[config.mk]
export PLATFORM = sky130hd
export DESIGN_NAME = dac_tx
export DESIGN_NICKNAME = d
export VERILOG_FILES = /design/src/rtl/dac_tx.sv
export SDC_FILE = /design/constraint.sdc
export NUM_CORES = 1
export LEC_CHECK = 0
export ABC_CLOCK_PERIOD_IN_PS = 10450
export CORE_MARGIN = 2
export CORE_UTILIZATION = 60
export CTS_CLUSTER_SIZE = 30
export DETAILED_ROUTE_END_ITERATION = 7
export MAX_ROUTING_LAYER = met4
export PLACE_DENSITY = 0.86
export RECOVER_POWER = 50
export SYNTH_ARGS = -nofsm -noshare
export SYNTH_HDL_FRONTEND = slang
export SYNTH_SLANG_ARGS = --single-unit
[constraint.sdc]
create_clock -name clk_fast -period 10.45 [get_ports clk_fast]
set_clock_uncertainty 0.2 [all_clocks]
set_input_delay 2.6125 -clock clk_fast [delete_from_list [all_inputs] [get_ports clk_fast]]
set_output_delay 2.6125 -clock clk_fast [all_outputs]
set_load 0.02 [all_outputs]
[src/rtl/dac_tx.sv]
// dac_tx: I2S transmitter for a stereo 24-bit DAC.
// BCLK is divided down from clk_fast.  A 64-slot frame carries the left word
// while dac_lrck is 0 and the right word while it is 1.  Each half-frame is
// laid out as: one leading zero slot, 24 data bits MSB first, 7 zero slots.
// A one-entry pending register decouples the sample source from frame timing;
// a frame that starts with nothing pending sends silence and pulses underrun.
// Optional feature: define DAC_TX_UNDERRUN_CNT_EN to add the saturating
// 16-bit underrun_cnt output.  Without it the port and counter do not exist.
module dac_tx #(
    parameter int BCLK_DIV = 4
) (
    input  logic        clk_fast,
    input  logic        rst,
    input  logic [23:0] left_data,
    input  logic [23:0] right_data,
    input  logic        sample_valid,
    output logic        sample_ready,
    output logic        dac_bclk,
    output logic        dac_lrck,
    output logic        dac_sdata,
    output logic        underrun
`ifdef DAC_TX_UNDERRUN_CNT_EN
    ,
    output logic [15:0] underrun_cnt
`endif
);

    localparam logic [7:0] DIV_LAST = 8'(BCLK_DIV - 1);

    logic [7:0]  div_cnt_q,     div_cnt_d;
    logic        bclk_q,        bclk_d;
    logic [5:0]  bit_cnt_q,     bit_cnt_d;
    logic        lrck_q,        lrck_d;
    logic        sdata_q,       sdata_d;
    logic        underrun_q,    underrun_d;
    logic        ready_q,       ready_d;
    logic        pend_full_q,   pend_full_d;
    logic [23:0] pend_left_q,   pend_left_d;
    logic [23:0] pend_right_q,  pend_right_d;
    logic [23:0] shift_left_q,  shift_left_d;
    logic [23:0] shift_right_q, shift_right_d;

    logic        div_wrap;
    logic        fall_event;
    logic        frame_load;
    logic        accept;
    logic [5:0]  bit_next;
    logic [4:0]  slot_next;
    logic        data_slot;

    // Strobes derived from the current state: the divider wrap, the BCLK
    // falling edge that moves every serial output, and the frame start.
    always_comb begin
        div_wrap   = (div_cnt_q == DIV_LAST);
        fall_event = div_wrap && bclk_q;
        bit_next   = bit_cnt_q + 6'd1;
        slot_next  = bit_next[4:0];
        data_slot  = (slot_next >= 5'd1) && (slot_next <= 5'd24);
        frame_load = fall_event && (bit_cnt_q == 6'd63);
        accept     = sample_valid && ready_q;
    end

    // Bit-clock divider: BCLK flips each time the divider wraps.
    always_comb begin
        div_cnt_d = div_wrap ? 8'd0 : div_cnt_q + 8'd1;
        bclk_d    = div_wrap ? ~bclk_q : bclk_q;
    end

    // Slot counter and word select move together on BCLK falling edges.
    always_comb begin
        bit_cnt_d = bit_cnt_q;
        lrck_d    = lrck_q;
        if (fall_event) begin
            bit_cnt_d = bit_next;
            lrck_d    = bit_next[5];
        end
    end

    // Serial data path: a frame start loads both shift registers (silence if
    // nothing is pending); data slots then shift the active channel out MSB
    // first, and all other slots drive 0.
    always_comb begin
        shift_left_d  = shift_left_q;
        shift_right_d = shift_right_q;
        sdata_d       = sdata_q;
        if (frame_load) begin
            shift_left_d  = pend_full_q ? pend_left_q  : 24'h000000;
            shift_right_d = pend_full_q ? pend_right_q : 24'h000000;
            sdata_d       = 1'b0;
        end else if (fall_event) begin
            sdata_d = 1'b0;
            if (data_slot) begin
                if (!bit_next[5]) begin
                    sdata_d      = shift_left_q[23];
                    shift_left_d = {shift_left_q[22:0], 1'b0};
                end else begin
                    sdata_d       = shift_right_q[23];
                    shift_right_d = {shift_right_q[22:0], 1'b0};
                end
            end
        end
    end

    // Pending-pair handshake.  A frame start empties the slot; an accepted
    // pair fills it.  Both cannot happen with the slot full because ready is
    // low then, so an accept on a frame start always belongs to the next frame.
    always_comb begin
        pend_full_d  = pend_full_q;
        pend_left_d  = pend_left_q;
        pend_right_d = pend_right_q;
        if (frame_load && pend_full_q) begin
            pend_full_d = 1'b0;
        end
        if (accept) begin
            pend_full_d  = 1'b1;
            pend_left_d  = left_data;
            pend_right_d = right_data;
        end
        ready_d    = ~pend_full_d;
        underrun_d = frame_load && !pend_full_q;
    end

    // State register.  Reset parks the slot counter at 63 so that the first
    // falling edge after release is the load for frame 0.
    always_ff @(posedge clk_fast or posedge rst) begin
        if (rst) begin
            div_cnt_q     <= 8'd0;
            bclk_q        <= 1'b0;
            bit_cnt_q     <= 6'd63;
            lrck_q        <= 1'b0;
            sdata_q       <= 1'b0;
            underrun_q    <= 1'b0;
            ready_q       <= 1'b0;
            pend_full_q   <= 1'b0;
            pend_left_q   <= 24'h000000;
            pend_right_q  <= 24'h000000;
            shift_left_q  <= 24'h000000;
            shift_right_q <= 24'h000000;
        end else begin
            div_cnt_q     <= div_cnt_d;
            bclk_q        <= bclk_d;
            bit_cnt_q     <= bit_cnt_d;
            lrck_q        <= lrck_d;
            sdata_q       <= sdata_d;
            underrun_q    <= underrun_d;
            ready_q       <= ready_d;
            pend_full_q   <= pend_full_d;
            pend_left_q   <= pend_left_d;
            pend_right_q  <= pend_right_d;
            shift_left_q  <= shift_left_d;
            shift_right_q <= shift_right_d;
        end
    end

`ifdef DAC_TX_UNDERRUN_CNT_EN
    logic [15:0] ur_cnt_q, ur_cnt_d;

    // Underrun counter advances with each underrun pulse and sticks at max.
    always_comb begin
        ur_cnt_d = ur_cnt_q;
        if (underrun_d && (ur_cnt_q != 16'hFFFF)) begin
            ur_cnt_d = ur_cnt_q + 16'd1;
        end
    end

    // Underrun counter register.
    always_ff @(posedge clk_fast or posedge rst) begin
        if (rst) begin
            ur_cnt_q <= 16'd0;
        end else begin
            ur_cnt_q <= ur_cnt_d;
        end
    end

    assign underrun_cnt = ur_cnt_q;
`endif

    assign sample_ready = ready_q;
    assign dac_bclk     = bclk_q;
    assign dac_lrck     = lrck_q;
    assign dac_sdata    = sdata_q;
    assign underrun     = underrun_q;

endmodule

==> results of run 1 <==
[power breakdown]
| group | internal (mW) | switching [mW] | total [mW] |
|---|---|---|---|
| logic | 0.0165 | 0.0110 | 0.0275 |
| registers | 0.450 | 0 | 0.450 |
| clock network | 0.351 | 0.212 | 0.563 |
| total | 0.817 | 0.223 | 1.04 |
[cell families after synthesis]
family | count (synthesis)
AO/OA/AOI/OAI | 154
XOR/XNOR | 13
adder cells (fa/ha/maj) | 4
buffers and inverters | 46
flip-flops | 116
multiplexers | 49
AND/OR/NAND/NOR | 115
[layer usage]
layer,track usage (%),up-vias
met5,-,-
met1,33.6,2046
met4,10.3,0
met2,40.1,173
li1,-,1856
met3,6.75,30
[path summary, 6_finish.rpt]
path,to,slack (ns),start
worst min register to register,div_cnt_q[0],0.26,div_cnt_q[0]
min in group asynchronous,pend_right_q[14],2.96,rst
worst min-delay path,div_cnt_q[0],0.26,div_cnt_q[0]
worst max-delay path,shift_left_q[11],4.96,bit_cnt_q[0]
max in group asynchronous,pend_left_q[5],5.46,rst
worst max register to register,shift_left_q[11],4.96,bit_cnt_q[0]
[sequential cells by signal (all words and copies together) (netlist names)]
register and count:
shift_left_q 24, pend_full_q 1, div_cnt_q 8, pend_left_q 24, dac_sdata 1, dac_bclk 1
underrun 1, bit_cnt_q 6, shift_right_q 24, pend_right_q 24, sample_ready 1, dac_lrck 1
[layout by cell type (no fill, tap or decap), types with 3 or more instances in the layout]
cell type / count
nand3_1: 33
nor2_1: 35
ha_1: 4
o211a_1: 23
o21ai_1: 4
xnor2_1: 8
mux2_2: 49
dfstp_2: 5
a21oi_1: 69
clkinvlp_4: 4
o21ai_0: 25
and3_1: 5
a2bb2oi_2: 10
dfrtp_1: 110
clkdlybuf4s50_1: 54
xor2_1: 4
nand2_1: 30
inv_1: 6
clkbuf_8: 3
clkbuf_1: 3
clkinv_2: 3
a2bb2oi_1: 12
clkinv_4: 3
clkbuf_16: 16
[worst reg2reg max path: cells and delay by family (launching register included)]
| family | cells | cell delay [ns] |
|---|---|---|
| flip-flops | 1 | 0.61 |
| AND/OR/NAND/NOR | 4 | 3.78 |
| adder cells (fa/ha/maj) | 1 | 0.35 |
| AO/OA/AOI/OAI | 2 | 0.49 |
[through the flow]
step | hold slack (ns) | worst slack, ns | util (%)
detailed placement | 0.251 | 5.77 | 68.3
CTS | 0.259 | 6.05 | 74.8
floorplan | 0.224 | 4.58 | -
finish | 0.262 | 4.96 | 74.5
global route | 0.281 | 4.45 | 74.5
global placement | 0.240 | 5.86 | 68.3
[cell type report]
type | instances | area share [%]
sequential | 116 | 44.3
multi-input combinational | 335 | 35.6
timing repair buffer | 59 | 8.73
clock buffer | 20 | 6.79
tap | 108 | 2.06
clock inverter | 12 | 2.00
inverter | 8 | 0.477
==> results.yml, run 1 <==
logic_synthesis:
  synth_common_cells: "110 x dfrtp_1, 69 x a21oi_1, 49 x mux2_2"
  syn_area_um2: 5480
  synth_top_family_by_area: "compound AO/OA/AOI/OAI gates"
  synth_xor_area_share_pct: 2.22
  synthCells: 497
  synth_top_area_share_pct: 50.3
  ys.flop_type: "dfrtp_1"
  synth_seq_cells: 116
  synth-edff-count: 0
  yosys-top-cells-area: "dfrtp_1 50%, mux2_2 10%, a21oi_1 6.3%, o211a_1 4.2%, nand3_1 2.9%"
  synth_compound_area_share_pct: 19.9
  synth-simple-area-share_pct: 9.71
  synth-seq-area-share_pct: 53.1
  syn-num-nets: 552
  synth_fa_ha_area_share_pct: 0.914
  synth.most_common_cell: "dfrtp_1"
  synth-async-reset-ratio_pct: 100
  yosysWarnings: 0
  synthMuxAreaShare_pct: 10.1
  yosysTopAreaCell: "dfrtp_1"
  ys_types: 42
  syn_avg_cell_area_um2: 11.0
min_path:
  hold_depth: 1
  hold_path.class: "reg -> reg"
place:
  placed_cells: 626
  placed_area_um2: 6010
  io_buffers: 55
  dp_hpwl_um: 6560
  gp_congestion: 0.802
timing:
  worst_pin_slew_ns: 3.20
  setup_violations: 0
  fin_tns_setup_ns: 0
  relSlewSlack_pct: -114
  timing.fmax_mhz: 182
  fin_crit_sh_pct: 52.6
  rsz0062_at_grt: "false"
  drv_slew: 161
  hold_violations: 0
  period_needed_ns: 5.49
critical_path:
  cp.required_ns: 10.71
  slowest_delay_ns: 2.65
  path_class: "reg -> reg"
  cp.arrival_ns: 5.76
  crit_top_cell: "nand3_1"
  cpLargestDelayFamily: "simple AND/OR/NAND/NOR gates"
  cp_max_fo: 46
  cpMaxStageDelayCell: "nor2_1"
  worstRegToRegCells: 7
  path_cells: "ha_1, and3_1, nand3_1, nor2_1, a21oi_1, nand3_1, o211a_1"
  crit_buf_inv: 0
  critical_path_depth: 7
  end_kind: "flop"
  critPathLaunchType: "flop"
floorplanning:
  die_area_um2: 9910
  initial_core_util_pct: 62.2
  die_x_um: 99.5
  rows: 34
  fp.dieH_um: 99.5
  ioPinCount: 56
  core_area_um2: 8810
power:
  p_total_mw: 1.04
  ir_worst_vdd_v: 0.0000944
  leakage_nw: 3.16
  power_density_nw_per_um2: 158
clock_tree:
  clock_latency_ns: 0.53
  post_cts_buffers: 0
  cts_tree: "done"
  clkSinkCount: 116
  clockBufferDepth: 2
  clk_pin_slew_worst_paths_ns: 0.06
  cts_resized: 0
  ctsHtreeMaxLevel: 4
  holdBufCountCts: 0
  numCtsBuffers: 17
  root_buffer: "clkbuf_8"
global_route:
  grt_max_degree: 64
  antenna_found_initial: 0
  track_usage_pct: 26.1
  grt_overflow: 0
  grt_pass1_vias: 4128
  grt_pass1_wl_um: 19800
finish:
  finalInstanceArea_um2: 6560
  area_growth_pct: 19.9
  drive_gt1_share_pct: 19.3
  nNetsFinal: 592
  final_cells: 658
  diodes: 0
  fill_cells: 575
  multiInputGateArea_um2: 2340
  ff_latch_area_um2: 2910
detailed_routing:
  first_pass_iters: 5
  met3_length_um: 698
  wl_per_cell_um: 17.9
  via_per_inst: 6.24
  drc: 0
  wl_met1_um: 5100
  vias: 4105
  met2WireLength_um: 5740
  top_layer_used: "met4"
  drtIter0Drc: 340
  totalWireLength_um: 11800
  ant_nets: 0
status:
  failed_checks: "max-capacitance violations, max-slew violations"
  status: "finished, violations left"
run:
  max_cap_viol_count: 4
No activity file was read; power rests on OpenSTA's default activity.
==> run 2: changes to the inputs <==
--- a/config.mk
+++ b/config.mk
@@ -5,13 +5,13 @@
 export SDC_FILE = /design/constraint.sdc
 export NUM_CORES = 1
 export LEC_CHECK = 0
-export ABC_CLOCK_PERIOD_IN_PS = 10450
+export ABC_CLOCK_PERIOD_IN_PS = 5200
 export CORE_MARGIN = 2
-export CORE_UTILIZATION = 60
+export CORE_UTILIZATION = 57
 export CTS_CLUSTER_SIZE = 30
 export DETAILED_ROUTE_END_ITERATION = 7
 export MAX_ROUTING_LAYER = met4
-export PLACE_DENSITY = 0.86
+export PLACE_DENSITY = 0.82
 export RECOVER_POWER = 50
 export SYNTH_ARGS = -nofsm -noshare
 export SYNTH_HDL_FRONTEND = slang
==> constraint.sdc (replaced) <==
create_clock -name clk_fast -period 5.2 [get_ports clk_fast]
set_clock_uncertainty 0.2 [all_clocks]
set_input_delay 1.3 -clock clk_fast [delete_from_list [all_inputs] [get_ports clk_fast]]
set_output_delay 1.3 -clock clk_fast [all_outputs]
set_load 0.02 [all_outputs]
==> run 2 against run 1 <==
The run still ends with max-capacitance violations, max-slew violations left. Combinational power is 100% higher. Flip-flop and latch count unchanged. Critical path depth stayed put. Highest routed layer unchanged. Worst hold slack worse by 0.0065 ns. Via count about the same. Routed wire length shrank 0.80%. Fmax increased by 37%.
==> results.yml, run 2 (synthesis results as in run 1) <==
detailed_routing:
  ant_nets: 0
  drtIter0Drc: 340
  via_per_inst: 6.03
  totalWireLength_um: 11700
  drc: 0
  first_pass_iters: 6
  vias: 4102
  wl_per_cell_um: 17.2
run:
  max_cap_viol_count: 2
critical_path:
  startpoint: "div_cnt_q[4]"
  crit_end: "shift_left_q[14]"
  worstRegToRegCells: 7
  cp.arrival_ns: 4.21
  end_kind: "flop"
  r2r_slack_ns: 1.19
  rr_endpoint: "shift_left_q[14]"
  timing.rr.start: "div_cnt_q[4]"
  critPathLaunchType: "flop"
  path_class: "reg -> reg"
  cp_max_fo: 31
  cp.required_ns: 5.40
clock_tree:
  clock_latency_ns: 0.51
  ctsHtreeMaxLevel: 4
  clockBufferDepth: 2
  clk_pin_slew_worst_paths_ns: 0.06
  numCtsBuffers: 17
  holdBufCountCts: 0
  cts_resized: 0
  root_buffer: "clkbuf_8"
  post_cts_buffers: 0
  cts_tree: "done"
  clkSinkCount: 116
timing:
  timing.fmax_mhz: 249
  relSlewSlack_pct: -81.1
  drv_slew: 96
  rsz0062_at_grt: "false"
  fin_crit_sh_pct: 77.1
  period_needed_ns: 4.01
  fin_tns_setup_ns: 0
  hold_violations: 0
  setup_violations: 0
  worst_pin_slew_ns: 2.70
  worst_slack_ns: 1.19
global_route:
  grt_max_degree: 64
  grt_overflow: 0
  antenna_found_initial: 0
  grt_pass1_wl_um: 19500
  grt_pass1_vias: 4121
  track_usage_pct: 25.0
finish:
  final_common_cell: "dfrtp_1"
  drive_gt1_share_pct: 20.5
  nNetsFinal: 593
  diodes: 0
  fill_cells: 660
  multiInputGateArea_um2: 2350
  final_cell_mix: "110 x dfrtp_1, 69 x a21oi_1, 54 x clkdlybuf4s50_1"
  ff_latch_area_um2: 2910
  area_growth_pct: 21.8
power:
  power_density_nw_per_um2: 329
  leakage_nw: 3.20
  ir_worst_vdd_v: 0.000219
  p_total_mw: 2.20
place:
  dp_hpwl_um: 6850
  gp_congestion: 0.785
  place_ws_ns: 1.73
  io_buffers: 55
min_path:
  min_from: "div_cnt_q[0]"
  hold_path.class: "reg -> reg"
floorplanning:
  fp.dieH_um: 102
  die_x_um: 102
  rows: 35
  initial_core_util_pct: 59.0
  ioPinCount: 56
  die_area_um2: 10400
  core_area_um2: 9280
status:
  failed_checks: "max-capacitance violations, max-slew violations"
  status: "finished, violations left"
[run 2: worst min path at each step]
stage                   endpoint  slack [ns]  cells after the start
global route        div_cnt_q[0]        0.28                      1
floorplan           div_cnt_q[0]        0.22                      1
finish              div_cnt_q[0]        0.26                      1
global placement    div_cnt_q[0]        0.24                      1
CTS                 div_cnt_q[0]        0.26                      1
detailed placement  div_cnt_q[0]        0.25                      1
[run 2: cell type report]
class | count | share of cell area [%]
Clock buffer | 19 | 6.62
Sequential cell | 116 | 43.6
Timing Repair Buffer | 60 | 8.72
Tap cell | 129 | 2.42
Inverter | 8 | 0.469
Clock inverter | 13 | 2.95
Multi-Input combinational cell | 335 | 35.2
[run 2: per-layer routing]
metal / part of all wire (%) / GRT usage (%) / wire [µm]
met3: 5.0 / 6.77 / 588
met4: 2.0 / 10.5 / 238
met5: 0 / - / 0
met2: 50 / 39.1 / 5860
met1: 43 / 30.8 / 4980
[run 2: per-stage QoR]
step / area [µm²] / utilization [%] / cells / hold WS, ns
6_report: 6670 / 71.8 / 680 / 0.256
5_1_grt: 6670 / 71.8 / 680 / 0.276
4_1_cts: 6680 / 71.9 / 680 / 0.255
3_5_place_dp: 6040 / 65.1 / 648 / 0.248
3_3_place_gp: 6040 / 65.1 / 648 / 0.239
2_1_floorplan: 5480 / - / 497 / 0.224
[run 2: where the power goes]
group	switching, mW	total [mW]	internal (mW)
Sequential	0	0.904	0.904
Combinational	0.0223	0.0558	0.0335
Clock	0.427	1.24	0.811
Total	0.449	2.20	1.75
[run 2: worst max-delay path: stages, from the launching register on]
cell and delay (ns):
dfrtp_1 0.41, nor4_1 0.29, and3_1 0.31, and2_0 0.16, clkbuf_1 1.12, and2_1 0.93
nand3_1 0.24, o211a_1 0.21
